$ cat src/rtl/ram8_16_if.sv
// ram8_16_if -- bus bundle for the RAM8 register file.
//   in      : write data            (master -> slave)
//   load    : write enable          (master -> slave)
//   address : word select, R and W  (master -> slave)
//   out     : combinational read    (slave -> master)
interface ram8_16_if #(
    parameter int WIDTH = 16,
    parameter int AW    = 3
);
    logic [WIDTH-1:0] in;
    logic             load;
    logic [AW-1:0]    address;
    logic [WIDTH-1:0] out;

    modport master (output in, output load, output address, input out);
    modport slave  (input in, input load, input address, output out);
endinterface

$ cat src/rtl/ram8_16.sv
// ram8_16 -- eight-word by 16-bit register file (RAM8).
// Leaf memory for the RAM64/RAM512 hierarchy: synchronous write,
// asynchronous read, synchronous active-high clear of every word.
//   clk   : system clock, state updates on rising edge
//   reset : synchronous active-high, clears all words (beats load)
//   bus   : ram8_16_if.slave -- in/load/address in, out = word[address]

// 8-way load steering: exactly one strobe follows load, the rest are 0.
module ram8_16_demux #(
    parameter int DEPTH = 8,
    parameter int AW    = 3
) (
    input  logic             load,
    input  logic [AW-1:0]    sel,
    output logic [DEPTH-1:0] strobe
);
    always_comb begin
        strobe      = '0;
        strobe[sel] = load;
    end
endmodule

// One storage word. Reset wins over load so a write in a reset cycle is dropped.
module ram8_16_word #(
    parameter int WIDTH = 16
) (
    input  logic             clk,
    input  logic             reset,
    input  logic             load,
    input  logic [WIDTH-1:0] d,
    output logic [WIDTH-1:0] q
);
    always_ff @(posedge clk) begin
        if (reset)
            q <= '0;
        else if (load)
            q <= d;
    end
endmodule

// 8-way read mux; every address code maps to a word, so no default case.
module ram8_16_mux #(
    parameter int WIDTH = 16,
    parameter int DEPTH = 8,
    parameter int AW    = 3
) (
    input  logic [AW-1:0]                sel,
    input  logic [DEPTH-1:0][WIDTH-1:0]  data,
    output logic [WIDTH-1:0]             y
);
    assign y = data[sel];
endmodule

module ram8_16 #(
    parameter int WIDTH = 16,
    parameter int DEPTH = 8
) (
    input  logic        clk,
    input  logic        reset,
    ram8_16_if.slave    bus
);
    localparam int AW = $clog2(DEPTH);

    logic [DEPTH-1:0]            strobe;
    logic [DEPTH-1:0][WIDTH-1:0] word;

    ram8_16_demux #(.DEPTH(DEPTH), .AW(AW)) u_demux (
        .load   (bus.load),
        .sel    (bus.address),
        .strobe (strobe)
    );

    for (genvar g = 0; g < DEPTH; g++) begin : g_word
        ram8_16_word #(.WIDTH(WIDTH)) u_word (
            .clk   (clk),
            .reset (reset),
            .load  (strobe[g]),
            .d     (bus.in),
            .q     (word[g])
        );
    end

    // Read path has no bypass: during a write the old contents show until the edge.
    ram8_16_mux #(.WIDTH(WIDTH), .DEPTH(DEPTH), .AW(AW)) u_mux (
        .sel  (bus.address),
        .data (word),
        .y    (bus.out)
    );
endmodule

$ cat src/flat_wrapper.sv
// flat-port wrapper written by rule: the top's interface ports become plain ports
module ram8_16_flat 
#(
    parameter int WIDTH = 16,
    parameter int DEPTH = 8
)
  (clk, reset, bus_in, bus_load, bus_address, bus_out);
  ram8_16_if #(.WIDTH(WIDTH)) bus_i ();
  input  logic clk;
  input  logic reset;
  input wire logic [$bits(bus_i.in)-1:0] bus_in;
  input wire logic [$bits(bus_i.load)-1:0] bus_load;
  input wire logic [$bits(bus_i.address)-1:0] bus_address;
  output wire logic [$bits(bus_i.out)-1:0] bus_out;
  assign bus_i.in = bus_in;
  assign bus_i.load = bus_load;
  assign bus_i.address = bus_address;
  assign bus_out = bus_i.out;
  ram8_16 #(.WIDTH(WIDTH), .DEPTH(DEPTH)) u_core (.clk(clk), .reset(reset), .bus(bus_i));
endmodule
$ cat config.mk
export PLATFORM = sky130hd
export DESIGN_NAME = ram8_16_flat
export DESIGN_NICKNAME = d
export VERILOG_FILES = /design/src/rtl/ram8_16_if.sv /design/src/rtl/ram8_16.sv /design/src/flat_wrapper.sv
export SDC_FILE = /design/constraint.sdc
export NUM_CORES = 1
export LEC_CHECK = 0
export ABC_AREA = 1
export ABC_CLOCK_PERIOD_IN_PS = 2360
export CAP_MARGIN = 5
export CELL_PAD_IN_SITES_DETAIL_PLACEMENT = 0
export CELL_PAD_IN_SITES_GLOBAL_PLACEMENT = 1
export CORE_MARGIN = 10
export CORE_UTILIZATION = 40
export CTS_BUF_LIST = sky130_fd_sc_hd__clkbuf_8
export DETAILED_ROUTE_END_ITERATION = 12
export GPL_TIMING_DRIVEN = 1
export HOLD_SLACK_MARGIN = 0.03
export PLACE_DENSITY = 0.75
export SYNTH_ARGS = -nofsm -noshare
export SYNTH_HDL_FRONTEND = slang
export SYNTH_SLANG_ARGS = --single-unit
$ cat constraint.sdc
create_clock -name clk -period 2.36 [get_ports clk]
set_input_delay 0.708 -clock clk [delete_from_list [all_inputs] [get_ports clk]]
set_output_delay 0.708 -clock clk [all_outputs]
set_load 0.01 [all_outputs]
== Word-level counts from Yosys, hierarchy flattened ==
Index checks and enable logic that the tools add are counted.
Storage, ports and cells
  register bits: 128
  input port bits: 22
  output and inout bits: 16
  word-level logic and storage cells: 16
Operators by class
  $lt $le $gt $ge: 2
  mux-type cells: 4
  bitwise gates (word level): 1
  reductions and logical operators: 1
Operators by type and width (number)
  16-bit binary-select mux with 3-bit select: 1
  16-bit 2-to-1 mux: 1
  8-bit bitwise AND: 1
  3-bit by 4-bit less-than comparator with 1-bit output (second input constant): 1
  1-bit demux with 3-bit select: 1
  3-bit by 1-bit greater-or-equal comparator with 1-bit output (second input constant): 1
  1-bit logical AND: 1
  1-bit 2-to-1 mux: 1

== Longest topological paths before layout ==
  depth after elaboration: 5
  mapped depth: 8
  depth with buffers taken out: 7

== Hierarchy ==
A second synthesis with hierarchy kept.
Unflattened totals
  cell total of the unflattened synthesis: 1251
  area total of the unflattened synthesis: 7190.6 um^2
Modules (own cells, without submodules)
  ram8_16_word: times used 8, cells each 101, area each 670.6 um^2, sequential area each 320.3 um^2
  ram8_16_mux: times used 1, cells each 426, area each 1761.7 um^2, sequential area each 0.0 um^2
  ram8_16_demux: times used 1, cells each 17, area each 63.8 um^2, sequential area each 0.0 um^2

== Worst setup path after synthesis ==
No wires, ideal clock.
  path type: input-to-output
  start: in bus_address[0]
  end: out bus_out[10]
  arrival time: 1548 ps
  data required time: 1652 ps
  path slack: 104 ps
  stages on the path: 7
  path buffers: 2
  cells stage by stage: clkbuf_1 -> clkbuf_1 -> nand2_1 -> nand3_1 -> nand2_1 -> inv_1 -> nand2_1
On the way
  word-level cells in the longest chain between the ends: 2
Ends and longest elaborated chain
  start, declared: RTL line flat_wrapper.sv:13  | input wire logic [$bits(bus_i.address)-1:0] bus_address;
  16-bit binary-select mux with 3-bit select: RTL line ram8_16.sv:51  | assign y = data[sel];
  16-bit 2-to-1 mux (implied by the code): RTL line ram8_16.sv:51
  end, declared: RTL line flat_wrapper.sv:14  | output wire logic [$bits(bus_i.out)-1:0] bus_out;
No other way between the ends. The select of a mux whose other input is x is not followed.

== Worst setup path in the final report ==
  start: in bus_address[0]
  end: out bus_out[7]
The elaborated chain is that of the path after synthesis.

==> metrics <==
normalized max-slew margin=65.9%; global-route wire length before repair=30200 um; total power=4.81 mW; Setup CP Type=input pin to primary output; registers with the highest flip-flop counts=u_core.g_word.u_word.q: 128 flops; Crit path max-delay family=buffers and inverters; Slew Viols, Final=0; drt pass-1 iters=5; Die X=142 um; Worst Tran Pin Value=510 ps; clock root buffer=clkbuf_8; initial core utilization=40.9%; top achievable clock speed=429 MHz; cell area after layout=7380 sq um; GP Congestion=0.861; Setup Skew=0 ps; CTS tree=done; Nets=1039; crit start category=input pin; TritonCTS buffer count=17; Power Dens Cells=652 nW/um^2; Peak VDD IR=0.395 mV; hold buffers post-CTS=0; final WL=18700 um; register area share after synthesis=43.2%; status=complete, no violations; Routed wire per std cell=15.5 um; Layout area overhead=24.3%; Die Area=20100 sq um; via count=5971; via/cell ratio=4.93; Mapped Cells=956; grt ovf=0; largest net degree at the start of global routing=70; Mapped Avg Cell Area=6.21 sq um; Die Span Y=142 um; IO Pins=38; Detail Placement HPWL=12900 um; Tmin final=2330 ps; RSZ-0062 raised after global routing=yes; Syn. warnings=0; num rows=44; CP peak stage delay=130 ps; WP buf/inv=6; placed inst area=6770 sq um; H-Tree Depth=4; Synth cell types=16; CTS clk-pin slew, worst paths=70 ps; Antenna Nets Post-Route=0; CP max stage cell=buf_12; largest register by flop count=u_core.g_word.u_word.q; Final Cycle Share=98.7%; Req. time, crit path=1650 ps; CP max FO=5; Post-Syn Area=5940 sq um; crit path cell chain=buf_12 -> inv_12 -> buf_12 -> buf_12 -> nand2_1 -> nand3_2 -> nand2_1 -> inv_1 -> nand2_1 -> buf_2; vias in the first global route=5762; DRC=0; Yosys reg bits=128; CORE AREA=14500 sq um; Net Count, Synth=978; Non-Filler Instances=1212; clock sinks=128; GRT Overall Usage=19.0%; Final Setup Violations=0; Hold Crit Class=register to register; Initial DRC Count=498; Max-Cap Viols=0; Final Hold Viols=0; CTS Buffer Depth=2; dpl cells=1173; static leakage=3.32 nW; Clk Latency, worst-skew pair=460 ps; # diodes=0; Worst EP arrival=1620 ps; port bufs=37; critical path capture point type=primary output; layout cells sized above 1=14.1%; max reg flops=128; initial antenna violation count=0
-- power by group --
part	total, mW	switching, mW	internal (mW)
Combinational	0.644	0.387	0.257
Clock	1.90	0.847	1.05
Sequential	2.27	0.0366	2.23
Total	4.81	1.27	3.54
-- cell families after synthesis --
family                 after synthesis  synth area share (%)
AOI/OAI and AO/OA                  128                  10.8
buffers and inverters              139                  9.21
and+or+nand+nor                    561                  36.9
DFF                                128                  43.2
-- routing by layer --
layer / routed length [um] / global-route usage, % / vias to the layer above
li1: - / - / 3058
met1: 8660 / 23.9 / 2754
met2: 8840 / 30.7 / 131
met3: 885 / 4.91 / 28
met4: 342 / 7.10 / 0
met5: 0 / 0 / -
-- worst reg2reg max path: cells and delay by family (launching register included) --
kind            cells  cell delay (ps)
flops               1              360
simple gates        1               60
compound gates      1              140
-- Yosys cell counts, drive strengths merged --
library cell	n	area, sq um
nand2	286	1080
nor2	229	877
dfxtp	128	2560
inv	89	334
a21oi	16	80.1
clkbuf	33	124
nand3	46	230
o21ai	112	561
buf	17	88.8
-- final cells by class --
type	count	area [sq um]
Fill cell	1526	7150
Inverter	89	347
Clock buffer	22	303
Timing Repair Buffer	92	932
Multi-Input combinational cell	689	2920
Tap cell	184	230
Sequential cell	128	2560
Clock inverter	8	88.8
-- per-stage QoR --
stage               hold slack [ps]  worst slack, ps  utilization [%]  TNS, ps
floorplan                       440              104                -        0
global placement                447             -744             46.6   -11480
detailed placement              457             -766             46.6   -11700
CTS                             466            -8.72             50.8    -12.1
global route                    485            -18.6             50.8    -44.3
finish                          465             30.3             50.8        0
-- worst paths after layout --
path / startpoint / endpoint / slack [ps] / cells past startpoint
worst max-delay path: bus_address[0] / bus_out[7] / 30 / 10
worst min register to register: u_core.g_word[1].u_word.q[8]$_SDFFE_PP0P_ / u_core.g_word[1].u_word.q[8]$_SDFFE_PP0P_ / 460 / 2
worst max register to register: u_core.g_word[1].u_word.q[15]$_SDFFE_PP0P_ / u_core.g_word[1].u_word.q[15]$_SDFFE_PP0P_ / 1730 / 2
worst min-delay path: u_core.g_word[1].u_word.q[8]$_SDFFE_PP0P_ / u_core.g_word[1].u_word.q[8]$_SDFFE_PP0P_ / 460 / 2
-- repair_timing --
item / 4_1_cts / 5_1_grt
pin swaps: 9 / 14
setup buffers: 9 / 1
setup endpoints to repair: 16 / 16
cloned: 4 / 1
gates resized for setup: 98 / 23
-- placed cells by master, fill, tap and decap left out --
master / instances
nand2_1: 269
clkdlybuf4s50_1: 18
dfxtp_1: 128
nor2_4: 2
o21ai_0: 29
nand2_2: 17
bufbuf_16: 1
nor2_1: 226
inv_12: 1
buf_4: 35
clkinvlp_4: 1
a21oi_1: 16
o21ai_1: 83
nand3_2: 11
nor2_2: 1
nand3_1: 35
buf_8: 1
bufinv_16: 2
buf_12: 12
clkinv_2: 2
inv_2: 12
buf_6: 9
buf_2: 15
inv_1: 79
clkbuf_16: 1
clkbuf_8: 22
Note: power is estimated with default switching activity, not from simulation.
